--- config.mk ---
export PLATFORM = sky130hd
export DESIGN_NAME = wb8_rr_arbiter_flat
export DESIGN_NICKNAME = d
export VERILOG_FILES = /design/src/rtl/wb8_rr_arbiter_pkg.sv /design/src/rtl/wb8_rr_arbiter_if.sv /design/src/rtl/wb8_rr_arbiter_pick.sv /design/src/rtl/wb8_rr_arbiter.sv /design/src/flat_wrapper.sv
export SDC_FILE = /design/constraint.sdc
export NUM_CORES = 1
export LEC_CHECK = 0
export ABC_AREA = 0
export BUFFER_PORTS_ARGS = -buffer_cell sky130_fd_sc_hd__buf_4
export CORE_MARGIN = 2
export CORE_UTILIZATION = 33
export CTS_CLUSTER_SIZE = 30
export DETAILED_ROUTE_END_ITERATION = 6
export GPL_ROUTABILITY_DRIVEN = 0
export PLACE_DENSITY = 0.82
export SYNTH_ARGS = -nofsm -noshare
export SYNTH_HDL_FRONTEND = slang
export SYNTH_SLANG_ARGS = --single-unit
export TNS_END_PERCENT = 30
--- constraint.sdc ---
create_clock -name I_wb_clk -period 3 [get_ports I_wb_clk]
set_input_delay 0.15 -clock I_wb_clk [delete_from_list [all_inputs] [get_ports I_wb_clk]]
set_output_delay 0.15 -clock I_wb_clk [all_outputs]
set_load 0.01 [all_outputs]
--- src/rtl/wb8_rr_arbiter_pkg.sv ---
// wb8_pkg: shared types and constants for the wb8 round-robin arbiter.
//   state_t          arbiter FSM state (idle / transaction in flight)
//   WB8_DATA_W       Wishbone data width (8)
//   WB8_DEF_ADDR_W   default slave address width
//   WB8_MAX_MASTERS  largest supported requester count
//   idx_w()          width of an index into n items (at least 1 bit)
package wb8_pkg;

   typedef enum logic {
      ST_IDLE = 1'b0,
      ST_BUSY = 1'b1
   } state_t;

   localparam int WB8_DATA_W      = 8;
   localparam int WB8_DEF_ADDR_W  = 4;
   localparam int WB8_MAX_MASTERS = 4;

   function automatic int idx_w(input int n);
      return (n > 1) ? $clog2(n) : 1;
   endfunction

endpackage

--- src/rtl/wb8_rr_arbiter_if.sv ---
// wb8_rr_arbiter_if: bundle of all master-side and slave-side bus signals
// around the arbiter. Signal prefixes give direction as seen by the arbiter.
//   I_m_stb/we/adr/dat  per-master request, addresses and data packed
//                       master i at [i*ADDR_W +: ADDR_W] / [i*8 +: 8]
//   O_m_ack/err         per-master completion, one-hot or zero
//   O_m_dat             read data broadcast to all masters
//   O_s_stb/we/adr/dat  request forwarded to the single slave
//   I_s_ack/dat         slave response
//   O_grant             registered one-hot grant
// Modports: slave = arbiter side, master = environment (masters + slave) side.
interface wb8_rr_arbiter_if
   import wb8_pkg::*;
#(
   parameter int NUM_MASTERS = 2,
   parameter int ADDR_W      = WB8_DEF_ADDR_W
);
   logic [NUM_MASTERS-1:0]            I_m_stb;
   logic [NUM_MASTERS-1:0]            I_m_we;
   logic [NUM_MASTERS*ADDR_W-1:0]     I_m_adr;
   logic [NUM_MASTERS*WB8_DATA_W-1:0] I_m_dat;
   logic [NUM_MASTERS-1:0]            O_m_ack;
   logic [NUM_MASTERS-1:0]            O_m_err;
   logic [WB8_DATA_W-1:0]             O_m_dat;
   logic                              O_s_stb;
   logic                              O_s_we;
   logic [ADDR_W-1:0]                 O_s_adr;
   logic [WB8_DATA_W-1:0]             O_s_dat;
   logic                              I_s_ack;
   logic [WB8_DATA_W-1:0]             I_s_dat;
   logic [NUM_MASTERS-1:0]            O_grant;

   modport slave (
      input  I_m_stb, I_m_we, I_m_adr, I_m_dat, I_s_ack, I_s_dat,
      output O_m_ack, O_m_err, O_m_dat, O_s_stb, O_s_we, O_s_adr, O_s_dat, O_grant
   );

   modport master (
      output I_m_stb, I_m_we, I_m_adr, I_m_dat, I_s_ack, I_s_dat,
      input  O_m_ack, O_m_err, O_m_dat, O_s_stb, O_s_we, O_s_adr, O_s_dat, O_grant
   );
endinterface

--- src/rtl/wb8_rr_arbiter_pick.sv ---
// wb8_rr_pick: combinational round-robin picker.
//   req    pending requests, one bit per master
//   last   index of the master served most recently
//   gnt    one-hot winner: first requester found scanning last+1 upward, wrapping
//   valid  at least one request pending
// The last-served master is scanned at the end, so it only wins again when
// nobody else is waiting.
module wb8_rr_pick
   import wb8_pkg::*;
#(
   parameter  int NUM_MASTERS = 2,
   localparam int LAST_W      = idx_w(NUM_MASTERS)
) (
   input  logic [NUM_MASTERS-1:0] req,
   input  logic [LAST_W-1:0]      last,
   output logic [NUM_MASTERS-1:0] gnt,
   output logic                   valid
);

   always_comb begin
      gnt   = '0;
      valid = 1'b0;
      for (int k = 1; k <= NUM_MASTERS; k++) begin
         if (!valid && req[(int'(last) + k) % NUM_MASTERS]) begin
            gnt[(int'(last) + k) % NUM_MASTERS] = 1'b1;
            valid = 1'b1;
         end
      end
   end

endmodule

--- src/rtl/wb8_rr_arbiter.sv ---
// wb8_rr_arbiter: round-robin arbiter sharing one 8-bit Wishbone slave among
// NUM_MASTERS (2..4) masters, one transaction in flight at a time.
//   I_wb_clk  clock, all logic on posedge
//   I_reset   asynchronous active-high reset
//   bus       wb8_rr_arbiter_if.slave: master requests/responses, slave side, grant
// Flow: IDLE picks a requester and registers its one-hot grant; BUSY forwards
// the granted master's request to the slave combinationally and ends on slave
// ack, master abort (stb dropped) or, optionally, timeout. Every transaction
// passes through IDLE, so the slave strobe always drops between transactions.
// Optional feature: define WB8_ARB_TIMEOUT_EN to terminate a BUSY transaction
// with O_m_err after TIMEOUT_CYCLES cycles without ack. Without it O_m_err is
// tied low and BUSY lasts until ack or abort.
module wb8_rr_arbiter
   import wb8_pkg::*;
#(
   parameter int NUM_MASTERS    = 2,
   parameter int ADDR_W         = WB8_DEF_ADDR_W,
   parameter int TIMEOUT_CYCLES = 16
) (
   input logic                I_wb_clk,
   input logic                I_reset,
   wb8_rr_arbiter_if.slave    bus
);

   localparam int LAST_W = idx_w(NUM_MASTERS);

   state_t                   state, state_nxt;
   logic [NUM_MASTERS-1:0]   grant, grant_nxt;
   logic [LAST_W-1:0]        last, last_nxt;
   logic [LAST_W-1:0]        gidx;
   logic [NUM_MASTERS-1:0]   pick_gnt;
   logic                     pick_vld;
   logic                     busy;
   logic                     g_stb;
   logic                     ack_hit;
   logic                     abort_hit;
   logic                     to_hit;
   logic                     done;

   wb8_rr_pick #(.NUM_MASTERS(NUM_MASTERS)) u_pick (
      .req   (bus.I_m_stb),
      .last  (last),
      .gnt   (pick_gnt),
      .valid (pick_vld)
   );

   // Binary index of the registered one-hot grant.
   always_comb begin
      gidx = '0;
      for (int i = 0; i < NUM_MASTERS; i++) begin
         if (grant[i]) gidx = LAST_W'(i);
      end
   end

   assign busy      = (state == ST_BUSY);
   assign g_stb     = |(bus.I_m_stb & grant);
   assign ack_hit   = busy & bus.I_s_ack;
   // Ack takes priority over a simultaneous strobe drop.
   assign abort_hit = busy & ~g_stb & ~bus.I_s_ack;
   assign done      = ack_hit | abort_hit | to_hit;

`ifdef WB8_ARB_TIMEOUT_EN
   localparam int CNT_W = idx_w(TIMEOUT_CYCLES);

   logic [CNT_W-1:0] cnt, cnt_nxt;

   // cnt equals the number of BUSY cycles already completed, so it reads 0 on
   // the first BUSY cycle and TIMEOUT_CYCLES-1 on the last one allowed.
   // Ack and abort both take priority over expiry.
   assign to_hit  = busy & g_stb & ~bus.I_s_ack & (cnt == CNT_W'(TIMEOUT_CYCLES - 1));
   assign cnt_nxt = (busy && !done) ? cnt + CNT_W'(1) : '0;

   always_ff @(posedge I_wb_clk or posedge I_reset) begin
      if (I_reset) cnt <= '0;
      else         cnt <= cnt_nxt;
   end

   assign bus.O_m_err = to_hit ? grant : '0;
`else
   assign to_hit      = 1'b0;
   assign bus.O_m_err = '0;
`endif

   always_ff @(posedge I_wb_clk or posedge I_reset) begin
      if (I_reset) begin
         state <= ST_IDLE;
         grant <= '0;
         last  <= LAST_W'(NUM_MASTERS - 1);
      end else begin
         state <= state_nxt;
         grant <= grant_nxt;
         last  <= last_nxt;
      end
   end

   // Next state plus the slave and return muxes. All outputs are gated by
   // BUSY, so reset (which forces IDLE) silences them immediately.
   always_comb begin
      state_nxt   = state;
      grant_nxt   = grant;
      last_nxt    = last;
      bus.O_s_stb = 1'b0;
      bus.O_s_we  = 1'b0;
      bus.O_s_adr = '0;
      bus.O_s_dat = '0;
      bus.O_m_dat = '0;
      bus.O_m_ack = '0;

      case (state)
         ST_IDLE: begin
            if (pick_vld) begin
               grant_nxt = pick_gnt;
               state_nxt = ST_BUSY;
            end
         end
         ST_BUSY: begin
            bus.O_s_stb = g_stb;
            bus.O_s_we  = |(bus.I_m_we & grant);
            bus.O_s_adr = bus.I_m_adr[int'(gidx)*ADDR_W +: ADDR_W];
            bus.O_s_dat = bus.I_m_dat[int'(gidx)*WB8_DATA_W +: WB8_DATA_W];
            bus.O_m_dat = bus.I_s_dat;
            if (ack_hit) bus.O_m_ack = grant;
            if (done) begin
               grant_nxt = '0;
               last_nxt  = gidx;
               state_nxt = ST_IDLE;
            end
         end
         default: state_nxt = ST_IDLE;
      endcase
   end

   assign bus.O_grant = grant;

endmodule

--- src/flat_wrapper.sv ---
// flat-port wrapper written by rule: the top's interface ports become plain ports
module wb8_rr_arbiter_flat import wb8_pkg::*;
#(
   parameter int NUM_MASTERS    = 2,
   parameter int ADDR_W         = WB8_DEF_ADDR_W,
   parameter int TIMEOUT_CYCLES = 16
)
  (I_wb_clk, I_reset, bus_I_m_stb, bus_I_m_we, bus_I_m_adr, bus_I_m_dat, bus_I_s_ack, bus_I_s_dat, bus_O_m_ack, bus_O_m_err, bus_O_m_dat, bus_O_s_stb, bus_O_s_we, bus_O_s_adr, bus_O_s_dat, bus_O_grant);
  wb8_rr_arbiter_if #(.NUM_MASTERS(NUM_MASTERS), .ADDR_W(ADDR_W)) bus_i ();
  input logic I_wb_clk;
  input logic I_reset;
  input wire logic [$bits(bus_i.I_m_stb)-1:0] bus_I_m_stb;
  input wire logic [$bits(bus_i.I_m_we)-1:0] bus_I_m_we;
  input wire logic [$bits(bus_i.I_m_adr)-1:0] bus_I_m_adr;
  input wire logic [$bits(bus_i.I_m_dat)-1:0] bus_I_m_dat;
  input wire logic [$bits(bus_i.I_s_ack)-1:0] bus_I_s_ack;
  input wire logic [$bits(bus_i.I_s_dat)-1:0] bus_I_s_dat;
  output wire logic [$bits(bus_i.O_m_ack)-1:0] bus_O_m_ack;
  output wire logic [$bits(bus_i.O_m_err)-1:0] bus_O_m_err;
  output wire logic [$bits(bus_i.O_m_dat)-1:0] bus_O_m_dat;
  output wire logic [$bits(bus_i.O_s_stb)-1:0] bus_O_s_stb;
  output wire logic [$bits(bus_i.O_s_we)-1:0] bus_O_s_we;
  output wire logic [$bits(bus_i.O_s_adr)-1:0] bus_O_s_adr;
  output wire logic [$bits(bus_i.O_s_dat)-1:0] bus_O_s_dat;
  output wire logic [$bits(bus_i.O_grant)-1:0] bus_O_grant;
  assign bus_i.I_m_stb = bus_I_m_stb;
  assign bus_i.I_m_we = bus_I_m_we;
  assign bus_i.I_m_adr = bus_I_m_adr;
  assign bus_i.I_m_dat = bus_I_m_dat;
  assign bus_i.I_s_ack = bus_I_s_ack;
  assign bus_i.I_s_dat = bus_I_s_dat;
  assign bus_O_m_ack = bus_i.O_m_ack;
  assign bus_O_m_err = bus_i.O_m_err;
  assign bus_O_m_dat = bus_i.O_m_dat;
  assign bus_O_s_stb = bus_i.O_s_stb;
  assign bus_O_s_we = bus_i.O_s_we;
  assign bus_O_s_adr = bus_i.O_s_adr;
  assign bus_O_s_dat = bus_i.O_s_dat;
  assign bus_O_grant = bus_i.O_grant;
  wb8_rr_arbiter #(.NUM_MASTERS(NUM_MASTERS), .ADDR_W(ADDR_W), .TIMEOUT_CYCLES(TIMEOUT_CYCLES)) u_core (.I_wb_clk(I_wb_clk), .I_reset(I_reset), .bus(bus_i));
endmodule
Word-level counts from Yosys, hierarchy flattened

Cells that the tools add are included.
Widths: inputs -> output; s select.

Word-level logic and storage cells: 61
Bits in registers: 4
Input bits: 39

Add/sub/neg operators: 2
Shift-type cells: 2
Muxes and demuxes: 28
Reduce and logical (&&, ||, !) cells: 8
Bitwise gates (word level): 12
Order comparisons: 4
Equal/unequal tests: 2

Operators by type and width:

| operator            | number |
|---|---|
| $mux 8              | 2 |
| $shiftx 16x5->8     | 1 |
| $mux 1              | 15 |
| $mux 2              | 6 |
| $shiftx 8x4->4      | 1 |
| $lt 2x3->1 const B  | 2 |
| $and 2x2->2         | 2 |
| $ge 2x1->1 const B  | 2 |
| $mux 4              | 1 |
| $pmux 2 s2          | 1 |
| $reduce_and 2->1    | 2 |
| $reduce_or 2->1     | 2 |
| $and 1x1->1         | 3 |
| $logic_and 1x1->1   | 3 |
| $not 1->1           | 3 |
| $add 1x1->1 const B | 2 |
| $and 1x1->1 const A | 2 |
| $demux 1 s1         | 2 |
| $ne 2x1->1 const B  | 1 |
| $ne 2x2->1 const B  | 1 |
| $or 2x2->2          | 1 |
| $pmux 1 s2          | 1 |
| $logic_not 1->1     | 1 |
| $or 1x1->1          | 1 |

Depth between registers and ports, before layout

Gate-level depths: netlist of run 1.

Word-level depth: 11
Gate-level depth with buffers: 4

By module

A second synthesis of run 1 with hierarchy kept.

Cell total of the unflattened synthesis: 68
Area, all modules: 534.3 sq um

By module, submodules not included:

| module         | cells each | instances | area an instance (sq um) | sequential area each (sq um) |
|---|---|---|---|---|
| wb8_rr_arbiter | 64         | 1         | 509.2                    | 101.3 |
| wb8_rr_pick    | 4          | 1         | 25.0                     | 0.0 |

Worst setup path after synthesis of run 1

OpenSTA, ideal clock, no wires.

Path kind: register to output
Start point: register u_core.grant[1], in the netlist u_core.bus.O_grant[1]
End point: output bus_O_s_dat[1]
Arrival time: 959 ps
Cell stages (with the launch flop): 5
Path buffers: 2
Setup slack: 1891 ps
Cell sequence: dfrtp_1 buf_6 buf_4 mux2i_1 nor2_1

Cells in the longest elaborated chain, start to end: 3

Ends and longest elaborated chain:

| item                     | RTL line              | source |
|---|---|---|
| start: declaration       | wb8_rr_arbiter.sv:28  | `logic [NUM_MASTERS-1:0] grant, grant_nxt;` |
| start signal: assignment | wb8_rr_arbiter.sv:91  | `grant <= grant_nxt;` |
| $mux 1                   | wb8_rr_arbiter.sv:51  | `if (grant[i]) gidx = LAST_W'(i);` |
| $shiftx 16x5->8          | wb8_rr_arbiter.sv:120 | `bus.O_s_dat = bus.I_m_dat[int'(gidx)*WB8_DATA_W +: WB8_DATA_W];` |
| $mux 8                   | wb8_rr_arbiter.sv:109 | `case (state)` |
| end: declaration         | flat_wrapper.sv:24    | `output wire logic [$bits(bus_i.O_s_dat)-1:0] bus_O_s_dat;` |

Every way passes these cells.

Worst setup path after layout of run 1

Start point: register u_core.grant[1], in the netlist u_core.bus.O_grant[1]
End point: output bus_O_s_adr[0]

Cells in the longest elaborated chain, start to end: 3

Ends and longest elaborated chain:

| item             | RTL line              | source |
|---|---|---|
| $mux 1           | wb8_rr_arbiter.sv:51  |  |
| $shiftx 8x4->4   | wb8_rr_arbiter.sv:119 | `bus.O_s_adr = bus.I_m_adr[int'(gidx)*ADDR_W +: ADDR_W];` |
| $mux 4           | wb8_rr_arbiter.sv:109 |  |
| end: declaration | flat_wrapper.sv:23    | `output wire logic [$bits(bus_i.O_s_adr)-1:0] bus_O_s_adr;` |

Every way passes these cells.

==> metrics.cfg, run 1 <==
[drt]
routed_wl_um = 1670
route.antenna.remaining_nets = 0
vias_per_cell = 4.84
wl_per_cell_um = 11.4
post-route-drc-count = 0
firstDrtPassIters = 3
vias = 711
drt-initial-drc-count = 7

[setup_path]
cpMaxStageDelayCell = dfrtp_1
crit_path_cell_trace = mux2i_1 -> nor2_1 -> buf_4
path_class = reg -> out
worst_setup_path_start_kind = flop
critPathCaptureType = output port
critical-path-max-stage-delay_ns = 0.89
arrival_ns = 1.61
worstPathRequired_ns = 2.85
path_max_fanout = 18

[clocking]
cts-root-buf = clkbuf_4
h-tree-depth = 1
clock-sinks = 4
clk_latency_ns = 0.23
ctsResizeCount = 0
tritoncts = built
numCtsBuffers = 3
cts_max_path_buffers = 2
cts.reportedPaths.clkPinSlew_ns = 0.04

[sta]
fmax_mhz = 568
max_slew.worst_pin.slew_ns = 0.847
hold_viol_final = 0
clock_skew_ns = 0.00520
slew_headroom_pct = 43.5
maxSlewViolCount = 0
setup_ws_ns = 1.24
min_period_ns = 1.76
timing.final.crit_share_pct = 58.7
rsz0062_at_grt = no
setup_viol = 0
tns_ns = 0

[floorplanning]
start_util_pct = 34.9
chipHeight_um = 43.7
rows = 14
core_area_mm2 = 0.00149
die_area_mm2 = 0.00191
io_pins = 67
chipWidth_um = 43.7

[global_route]
grtUsageTotal_pct = 18.2
grt_max_degree = 19
grt_overflow = 0
grt_pass1_vias = 677
grt_pass1_wl_um = 2770
grt_antenna_before_repair = 0

[power_and_ir_drop]
pwr-share-comb_pct = 62.0
powerDensity_mw_per_mm2 = 563
p_seq_share_pct = 25.3
power_frac_clock_pct = 12.8
sw_frac_of_total_pct = 41.3
switching_power_uw = 235
irDropWorstVdd_uv = 275
leakagePower_nw = 0.564
p_int_uw = 334

[final_layout]
area_growth_pct = 94.5
diodes = 0
drive_above_1_share_pct = 52.7
instances_no_fill = 147
nets = 171

[min_path]
hold_class = in -> reg

[synth]
synth-async-reset-ratio_pct = 100
synth_seq_cells = 4
synthAdderAreaFrac_pct = 0
synth-compound-area-share_pct = 18.6
yosysMostFrequentCell = nor2_1
synthMuxAreaShare_pct = 23.1
synth_seq_area_share_pct = 19.5
synth_enable_flop_cells = 0
synthSimpleGateAreaFrac_pct = 25.5
synth_ff_type = dfrtp_1
synthXorXnorAreaFrac_pct = 0
synth_area_leaders = mux2i_1 23%, dfrtp_1 14%, nor2_1 11%
yosys-top-cells-count = 15 x nor2_1, 12 x mux2i_1, 8 x and2_1, 4 x buf_4, 4 x inv_1
synth_top_family_by_area = simple AND/OR/NAND/NOR gates
synthDistinctLibCells = 23
yosys_warnings = 0
synth.avg_cell_area_um2 = 7.64
yosysTopAreaCell = mux2i_1
postSynthCellCount = 68
syn-cell-area_um2 = 519
netlist.area_leader.share_pct = 23.1

[placement]
port_buffers = 64
hpwlAfterDp_um = 1360
post-place-ws_ns = 1.48
numPlacedInstances = 142

[flow_run]
maxCapViolCount = 0

[run_status]
run_status = complete, no violations

cell families (layout without fill, tap and decap cells):
logic type / count (synthesis) / count (layout)
multiplexers: 12 / 12
buffers and inverters: 11 / 73
AND/OR/NAND/NOR: 28 / 28
other: 1 / 2
AO/OA/AOI/OAI: 12 / 12
flip-flops: 4 / 4
final timing paths:
| check | depth (start not counted) | from | to | slack (ns) |
|---|---|---|---|---|
| worst max-delay path | 3 | u_core.bus.O_grant[1] | bus_O_s_adr[0] | 1.24 |
| worst min-delay path | 3 | bus_I_m_stb[1] | u_core.bus.O_grant[1] | 0.23 |
| worst max register to register | 3 | u_core.bus.O_grant[1] | u_core.bus.O_grant[1] | 1.53 |
| worst min register to register | 2 | u_core.last | u_core.last | 0.50 |
| max in group asynchronous | 3 | I_reset | u_core.last | 2.42 |
| min in group asynchronous | 3 | I_reset | u_core.busy | 0.35 |
layout make-up:
| class | count | area, um2 |
|---|---|---|
| fillers | 126 | 479 |
| multi-input cells | 54 | 357 |
| flip-flops and latches | 4 | 101 |
| clock buffers | 4 | 26.3 |
| inverters | 4 | 15.0 |
| repair buffers | 65 | 490 |
| well taps | 16 | 20.0 |
power by group through the flow:
| stage | Sequential [mW] | Clock (mW) | Combinational, mW |
|---|---|---|---|
| 6_report | 0.144 | 0.0725 | 0.352 |
| 5_1_grt | 0.150 | 0.0762 | 0.385 |
| 2_1_floorplan | 0.100 | 0 | 0.237 |
| 4_1_cts | 0.142 | 0.0738 | 0.357 |
| 3_5_place_dp | 0.143 | 0 | 0.354 |
| 3_3_place_gp | 0.140 | 0 | 0.347 |
what timing repair did:
item	CTS	global route
buffers inserted	0	0
hold buffers	1	0
hold endpoints to repair	3	0
through the flow:
step / total power [mW] / utilization (%) / hold slack, ns / area [um2]
2_1_floorplan: 0.338 / - / -0.0846 / 523
3_3_place_gp: 0.488 / 65.4 / 0.0448 / 973
3_5_place_dp: 0.497 / 65.4 / 0.0467 / 973
4_1_cts: 0.573 / 67.8 / 0.232 / 1010
5_1_grt: 0.611 / 67.8 / 0.243 / 1010
6_report: 0.568 / 67.8 / 0.229 / 1010
cell usage in the layout, fill, tap and decap left out, types with 2 or more instances in the layout:
master / count
buf_4: 64
nor2_1: 15
mux2i_1: 12
and2_1: 8
inv_1: 4
o22ai_1: 3
clkbuf_4: 3
dfrtp_1: 3
nand2_1: 2
and3_1: 2
a21oi_1: 2
conb_1: 2
state kept, by name, indices dropped and copies added (netlist names):
register / count
u_core.bus.O_grant: 2
u_core.busy: 1
u_core.last: 1
worst max-delay path, delay by kind of cell, from the launching register on:
kind | cells | cell delay, ns
flops | 1 | 0.89
mux | 1 | 0.26
buf+inv | 1 | 0.16
simple gates | 1 | 0.07
routing by layer:
metal / vias to the layer above / share of wire [%] / GRT usage, %
met5: - / 0 / 0
met4: 0 / 1.3 / 7.88
met3: 4 / 7.1 / 1.25
met2: 30 / 55 / 34.7
met1: 324 / 36 / 20.2
li1: 353 / - / -
Power figures use the tool's default switching activity.
==> run 2, diff against run 1 <==
CORE_UTILIZATION = 28   (was 33)
PLACE_DENSITY = 0.74   (was 0.82)
clock period = 1.62 ns   (was 3 ns; I/O delays follow)
==> run 2 against run 1 <==
- critical path depth grew 1
- combinational power increased by 110%
- sequential share of layout area is 0.22 points lower
- worst setup slack worse by 1.0 ns
- clock skew increased by 0.0060 ns
- critical path type unchanged
- largest cell class unchanged
- largest power group unchanged
==> metrics.cfg, run 2 (same netlist as run 1, synthesis figures left out) <==
[power_and_ir_drop]
irDropWorstVdd_uv = 445  ; was 275 uV
power_frac_clock_pct = 12.9  ; was 12.8%
p_seq_share_pct = 18.6  ; was 25.3%
powerDensity_mw_per_mm2 = 1050  ; was 563 mW/mm2
leakagePower_nw = 0.578  ; was 0.564 nW
pwr-share-comb_pct = 68.5  ; was 62.0%
sw_frac_of_total_pct = 41.1  ; was 41.3%
p_int_uw = 649  ; was 334 uW
switching_power_uw = 453  ; was 235 uW

[sta]
fmax_mhz = 699
clock_skew_ns = 0.0112  ; was 0.00520 ns
timing.final.crit_share_pct = 88.2
rsz0062_at_grt = no  ; unchanged
tns_ns = 0  ; unchanged
maxSlewViolCount = 0  ; unchanged
setup_viol = 0  ; unchanged
hold_viol_final = 0  ; unchanged
min_period_ns = 1.43

[floorplanning]
core_area_mm2 = 0.00173  ; was 0.00149 mm2
rows = 15  ; was 14
io_pins = 67  ; unchanged
chipHeight_um = 47.1  ; was 43.7 um
die_area_mm2 = 0.00222  ; was 0.00191 mm2
chipWidth_um = 47.1  ; was 43.7 um
start_util_pct = 30.1  ; was 34.9%

[drt]
routed_wl_um = 1840  ; was 1670 um
firstDrtPassIters = 4  ; was 3
post-route-drc-count = 0  ; unchanged
vias = 729  ; was 711
route.antenna.remaining_nets = 0  ; unchanged
vias_per_cell = 4.58  ; was 4.84
wl_per_cell_um = 11.6  ; was 11.4 um
drt-initial-drc-count = 5  ; was 7

[run_status]
run_status = complete, no violations  ; unchanged

[setup_path]
path_max_fanout = 8  ; was 18
worstPathRequired_ns = 1.54  ; was 2.85 ns
critPathCaptureType = output port  ; unchanged
arrival_ns = 1.35  ; was 1.61 ns
cpMostUsedCell = buf_4
crit_family = flip-flops  ; unchanged
cpMaxStageDelayCell = dfrtp_2  ; was dfrtp_1
crit_path_cell_trace = buf_4 -> mux2i_1 -> nor2_1 -> buf_4  ; was mux2i_1 -> nor2_1 -> buf_4
critical-path-max-stage-delay_ns = 0.46  ; was 0.89 ns
path_buf_inv = 2  ; was 1
worst_setup_path_start_kind = flop  ; unchanged
path_class = reg -> out  ; unchanged

[final_layout]
area_growth_pct = 101  ; was 94.5%
final_util_pct = 60.5  ; was 67.8%
layout_commonest_cell = buf_4  ; unchanged
nets = 174  ; was 171
drive_above_1_share_pct = 54.5  ; was 52.7%
largest_register_ffs = 2  ; unchanged
final_cell_mix = 67 x buf_4, 15 x nor2_1, 12 x mux2i_1  ; was 64 x buf_4, 15 x nor2_1, 12 x mux2i_1
diodes = 0  ; unchanged

[flow_run]
maxCapViolCount = 0  ; unchanged

[clocking]
clk_latency_ns = 0.25  ; was 0.23 ns
tritoncts = built  ; unchanged
clock-sinks = 4  ; unchanged
h-tree-depth = 1  ; unchanged
postCtsSetupBuffers = 0  ; unchanged
cts-root-buf = clkbuf_4  ; unchanged
cts.reportedPaths.clkPinSlew_ns = 0.05  ; was 0.04 ns
cts_max_path_buffers = 2  ; unchanged
numCtsBuffers = 3  ; unchanged

[placement]
port_buffers = 64  ; unchanged
hpwlAfterDp_um = 1520  ; was 1360 um

[global_route]
grt_overflow = 0  ; unchanged
grt_pass1_wl_um = 2540  ; was 2770 um
grt_pass1_vias = 603  ; was 677
grt_max_degree = 17  ; was 19
grt_antenna_before_repair = 0  ; unchanged
grtUsageTotal_pct = 16.7  ; was 18.2%

[min_path]
hold_class = in -> reg  ; unchanged

==> run 2: cell count changes in the layout (fill, tap and decap cells not counted), sizes merged <==
cell  before  now
buf       64   67
==> run 2: layout make-up <==
type / instances / area, um2
timing repair buffer: 68 / 513
multi-input combinational: 54 / 357
inverter: 4 / 15.0
sequential: 4 / 103
tap: 25 / 31.3
fill: 168 / 682
clock buffer: 4 / 26.3
==> run 2: repair_timing <==
item,in CTS,in global routing
endpoints found under the setup margin,0,1
gates resized for setup,0,1
hold buffers,1,0
hold endpoints to repair,4,0
==> run 2: per-stage QoR <==
stage / total power [mW] / hold WS, ns / instances / instance area (um2) / worst slack (ns)
5_1_grt: 1.19 / 0.143 / 159 / 1040 / 0.108
4_1_cts: 1.11 / 0.140 / 159 / 1040 / 0.0753
6_report: 1.10 / 0.138 / 159 / 1040 / 0.190
2_1_floorplan: 0.625 / -0.154 / 69 / 523 / 0.547
3_3_place_gp: 0.944 / -0.0235 / 154 / 1010 / 0.397
3_5_place_dp: 0.960 / -0.0162 / 154 / 1010 / 0.349
==> run 2: per-layer routing <==
layer / global-route usage, % / vias up / share of wire, %
li1: - / 360 / -
met1: 18.0 / 315 / 35
met2: 30.1 / 48 / 52
met3: 3.85 / 6 / 11
met4: 8.33 / 0 / 2.0
met5: 0 / - / 0
==> run 2: worst paths after layout <==
path | from | endpoint | slack [ns] | cells past startpoint
setup / recovery | u_core.bus.O_grant[1] | bus_O_s_dat[5] | 0.19 | 4
hold / removal | bus_I_m_stb[1] | u_core.bus.O_grant[1] | 0.14 | 3
setup reg to reg | u_core.bus.O_grant[1] | u_core.bus.O_grant[0] | 0.50 | 3
hold reg to reg | u_core.last | u_core.last | 0.50 | 2
max in group asynchronous | I_reset | u_core.last | 1.11 | 3
min in group asynchronous | I_reset | u_core.busy | 0.27 | 3
==> run 2: power by group through the flow <==
stage	registers, mW	clock network [mW]	logic (mW)
after floorplan	0.186	0	0.439
after global placement	0.200	0	0.744
after detailed placement	0.204	0	0.755
after CTS	0.203	0.145	0.760
after global routing	0.213	0.149	0.824
final	0.205	0.143	0.754
==> run 2: worst register-to-register path, delay by kind of cell, from the launching register on <==
family	cells	cell delay [ns]
AO/OA/AOI/OAI	3	0.52
flip-flops	1	0.47
==> run 3, diff against run 2 <==
ABC_AREA = 1   (was 0)
PLACE_DENSITY = 0.75   (was 0.74)
==> run 3 against run 2 <==
- via count grew 1.9%
- critical endpoint is now bus_O_s_dat[4]
- clock skew fell by 0.0018 ns
- die area decreased by 1.3%
- clock-buffer cell count is the same
- critical path type unchanged
- synthesized cell count up 35%
- register-to-register slack improved by 0.04 ns
- sequential power rose by 28%
- global-route usage down 1.4 points
- flip-flop and latch count unchanged
- non-clock buffer count fell by 2
- design area decreased by 2.6%
- fmax is 4.0% higher
==> metrics.cfg, run 3 <==
[clocking]
h-tree-depth = 1  ; unchanged
cts.reportedPaths.clkPinSlew_ns = 0.05  ; about the same
cts_max_path_buffers = 2  ; unchanged
numCtsBuffers = 3  ; unchanged
cts-root-buf = clkbuf_4  ; unchanged
tritoncts = built  ; unchanged
clock-sinks = 4  ; unchanged
clk_latency_ns = 0.24  ; was 0.25 ns

[global_route]
grt_antenna_before_repair = 0  ; unchanged
grt_overflow = 0  ; unchanged
grt_max_degree = 19  ; was 17
grtUsageTotal_pct = 15.3  ; was 16.7%
grt_pass1_vias = 597  ; was 603
grt_pass1_wl_um = 2500  ; was 2540 um

[power_and_ir_drop]
powerDensity_mw_per_mm2 = 1490  ; was 1050 mW/mm2
leakagePower_nw = 0.615  ; was 0.578 nW
pwr-share-comb_pct = 73.5  ; was 68.5%
p_int_uw = 787  ; was 649 uW
power_frac_clock_pct = 9.2  ; was 12.9%
sw_frac_of_total_pct = 48.1  ; was 41.1%
switching_power_uw = 729  ; was 453 uW
irDropWorstVdd_uv = 935  ; was 445 uV
p_seq_share_pct = 17.3  ; was 18.6%

[sta]
hold_viol_final = 0  ; unchanged
rsz0062_at_grt = no  ; unchanged
hold_slack_ns = 0.108  ; was 0.138 ns
maxSlewViolCount = 0  ; unchanged
tns_ns = 0  ; unchanged
timing.final.crit_share_pct = 84.8  ; was 88.2%
clock_skew_ns = 0.00939  ; was 0.0112 ns
setup_viol = 0  ; unchanged
fmax_mhz = 728  ; was 699 MHz
min_period_ns = 1.37  ; was 1.43 ns

[min_path]
hold_class = in -> reg  ; unchanged

[flow_run]
maxCapViolCount = 0  ; unchanged

[floorplanning]
rows = 15  ; unchanged
chipHeight_um = 46.8  ; was 47.1 um
start_util_pct = 29.6  ; was 30.1%
chipWidth_um = 46.8  ; was 47.1 um
die_area_mm2 = 0.00219  ; was 0.00222 mm2
core_area_mm2 = 0.00173  ; unchanged
io_pins = 67  ; unchanged

[placement]
place_area_um2 = 980  ; was 0.00101 mm2
port_buffers = 64  ; unchanged
hpwlAfterDp_um = 1420  ; was 1520 um

[setup_path]
path_class = reg -> out  ; unchanged
path_max_fanout = 15  ; was 8
cpMaxStageDelayCell = dfrtp_1  ; was dfrtp_2
worstPathRequired_ns = 1.54  ; about the same
crit_path_cell_trace = buf_4 -> o21ai_0 -> nor2_1 -> buf_4  ; was buf_4 -> mux2i_1 -> nor2_1 -> buf_4
worst_setup_path_start_kind = flop  ; unchanged
cpMostUsedCell = buf_4  ; unchanged
critical-path-max-stage-delay_ns = 0.48  ; was 0.46 ns
arrival_ns = 1.29  ; was 1.35 ns
critPathCaptureType = output port  ; unchanged

[drt]
route.antenna.remaining_nets = 0  ; unchanged
wl_per_cell_um = 9.48  ; was 11.6 um
vias = 743  ; was 729
post-route-drc-count = 0  ; unchanged
drt-initial-drc-count = 12  ; was 5
vias_per_cell = 4.10  ; was 4.58
routed_wl_um = 1720  ; was 1840 um
firstDrtPassIters = 3  ; was 4

[synth]
synth_ff_type = dfrtp_1  ; unchanged
synthDistinctLibCells = 17  ; was 23
synth_area_leaders = nor2_1 19%, dfrtp_1 15%, nand2_1 12%  ; was mux2i_1 23%, dfrtp_1 14%, nor2_1 11%
synth_seq_cells = 4  ; unchanged
netlist.area_leader.share_pct = 19.1  ; was 23.1%
yosys-top-cells-count = 26 x nor2_1, 17 x nand2_1, 12 x inv_1, 12 x o21ai_0  ; was 15 x nor2_1, 12 x mux2i_1, 8 x and2_1, 4 x buf_4, 4 x inv_1
yosysMostFrequentCell = nor2_1  ; unchanged
yosys_warnings = 0  ; unchanged
synth_seq_area_share_pct = 19.8  ; was 19.5%
synth-async-reset-ratio_pct = 100  ; unchanged
synth_enable_flop_cells = 0  ; unchanged
yosysTopAreaCell = nor2_1  ; was mux2i_1
synth.avg_cell_area_um2 = 5.56  ; was 7.64 um2
postSynthCellCount = 92  ; was 68
syn-cell-area_um2 = 512  ; was 519 um2

[final_layout]
nets = 196  ; was 174
final_cell_mix = 65 x buf_4, 26 x nor2_1, 17 x nand2_1  ; was 67 x buf_4, 15 x nor2_1, 12 x mux2i_1
layout_commonest_cell = buf_4  ; unchanged
stdcell_area_mm2 = 0.00102  ; was 0.00104 mm2
area_growth_pct = 98.8  ; was 101%
diodes = 0  ; unchanged
num-fill-cells = 174  ; was 168
drive_above_1_share_pct = 49.4  ; was 54.5%
largest_register_ffs = 2  ; unchanged

[run_status]
run_status = complete, no violations  ; unchanged

==> run 3: cell types whose count changed in the layout (fill, tap and decap cells not counted), moves of 3 or more <==
cell and delta:
nor2_1 +11, o22ai_1 -3, inv_1 +8, mux2i_1 -12, and2_1 -8, nand2_1 +15, o21ai_0 +11, o21ai_2 +3
==> run 3: timing repair <==
action / CTS / global route
endpoints found under the hold margin: 4 / 0
gates resized for setup: 0 / 1
hold buffers: 1 / 0
buffers inserted: 0 / 0
endpoints found under the setup margin: 0 / 8
==> run 3: through the flow <==
stage / utilization [%] / power (mW) / std cells / setup slack (ns)
floorplan: - / 0.906 / 93 / 0.663
global placement: 56.7 / 1.37 / 176 / 0.392
detailed placement: 56.7 / 1.38 / 176 / 0.339
CTS: 58.8 / 1.53 / 181 / 0.0779
global route: 58.9 / 1.67 / 181 / 0.127
finish: 58.9 / 1.52 / 181 / 0.246
==> run 3: kinds of logic after synthesis <==
kind of cell	Yosys count	synth area share (%)
AND/OR/NAND/NOR	50	40.3
buffers and inverters	20	20.3
AO/OA/AOI/OAI	17	18.8
flip-flops	4	19.8
other	1	0.733
==> run 3: path summary, 6_finish.rpt <==
| kind | from | end | slack [ns] | cells past startpoint |
|---|---|---|---|---|
| setup / recovery | u_core.busy | bus_O_s_dat[4] | 0.25 | 4 |
| hold / removal | bus_I_m_stb[0] | u_core.busy | 0.11 | 3 |
| hold reg to reg | u_core.last | u_core.last | 0.51 | 2 |
| setup reg to reg | u_core.busy | u_core.bus.O_grant[0] | 0.54 | 4 |
| max in group asynchronous | I_reset | u_core.last | 1.12 | 3 |
| min in group asynchronous | I_reset | u_core.busy | 0.27 | 3 |
==> run 3: power groups by stage <==
stage          clock network, mW  registers (mW)  logic, mW
5_1_grt                    0.150           0.278       1.24
3_3_place_gp                   0           0.256       1.11
6_report                   0.139           0.263       1.11
4_1_cts                    0.142           0.262       1.13
2_1_floorplan                  0           0.214      0.692
3_5_place_dp                   0           0.262       1.12
==> run 3: critical path: cells and delay by family (launching register included) <==
family	cells	cell delay (ns)
compound gates	1	0.10
buf+inv	2	0.36
flops	1	0.48
simple gates	1	0.10
==> run 3: layout make-up <==
type	count	area, um2	area share (%)
inverters	13	48.8	4.80
repair buffers	66	498	49.0
clock buffers	4	26.3	2.58
multi-input cells	69	310	30.5
flip-flops and latches	4	103	10.1
well taps	25	31.3	3.08
==> run 3: routing by layer <==
layer / global-route usage (%) / routed length [um]
met1: 19.9 / 661
met2: 25.3 / 910
met3: 5.77 / 143
met4: 1.67 / 0
met5: 0 / 0
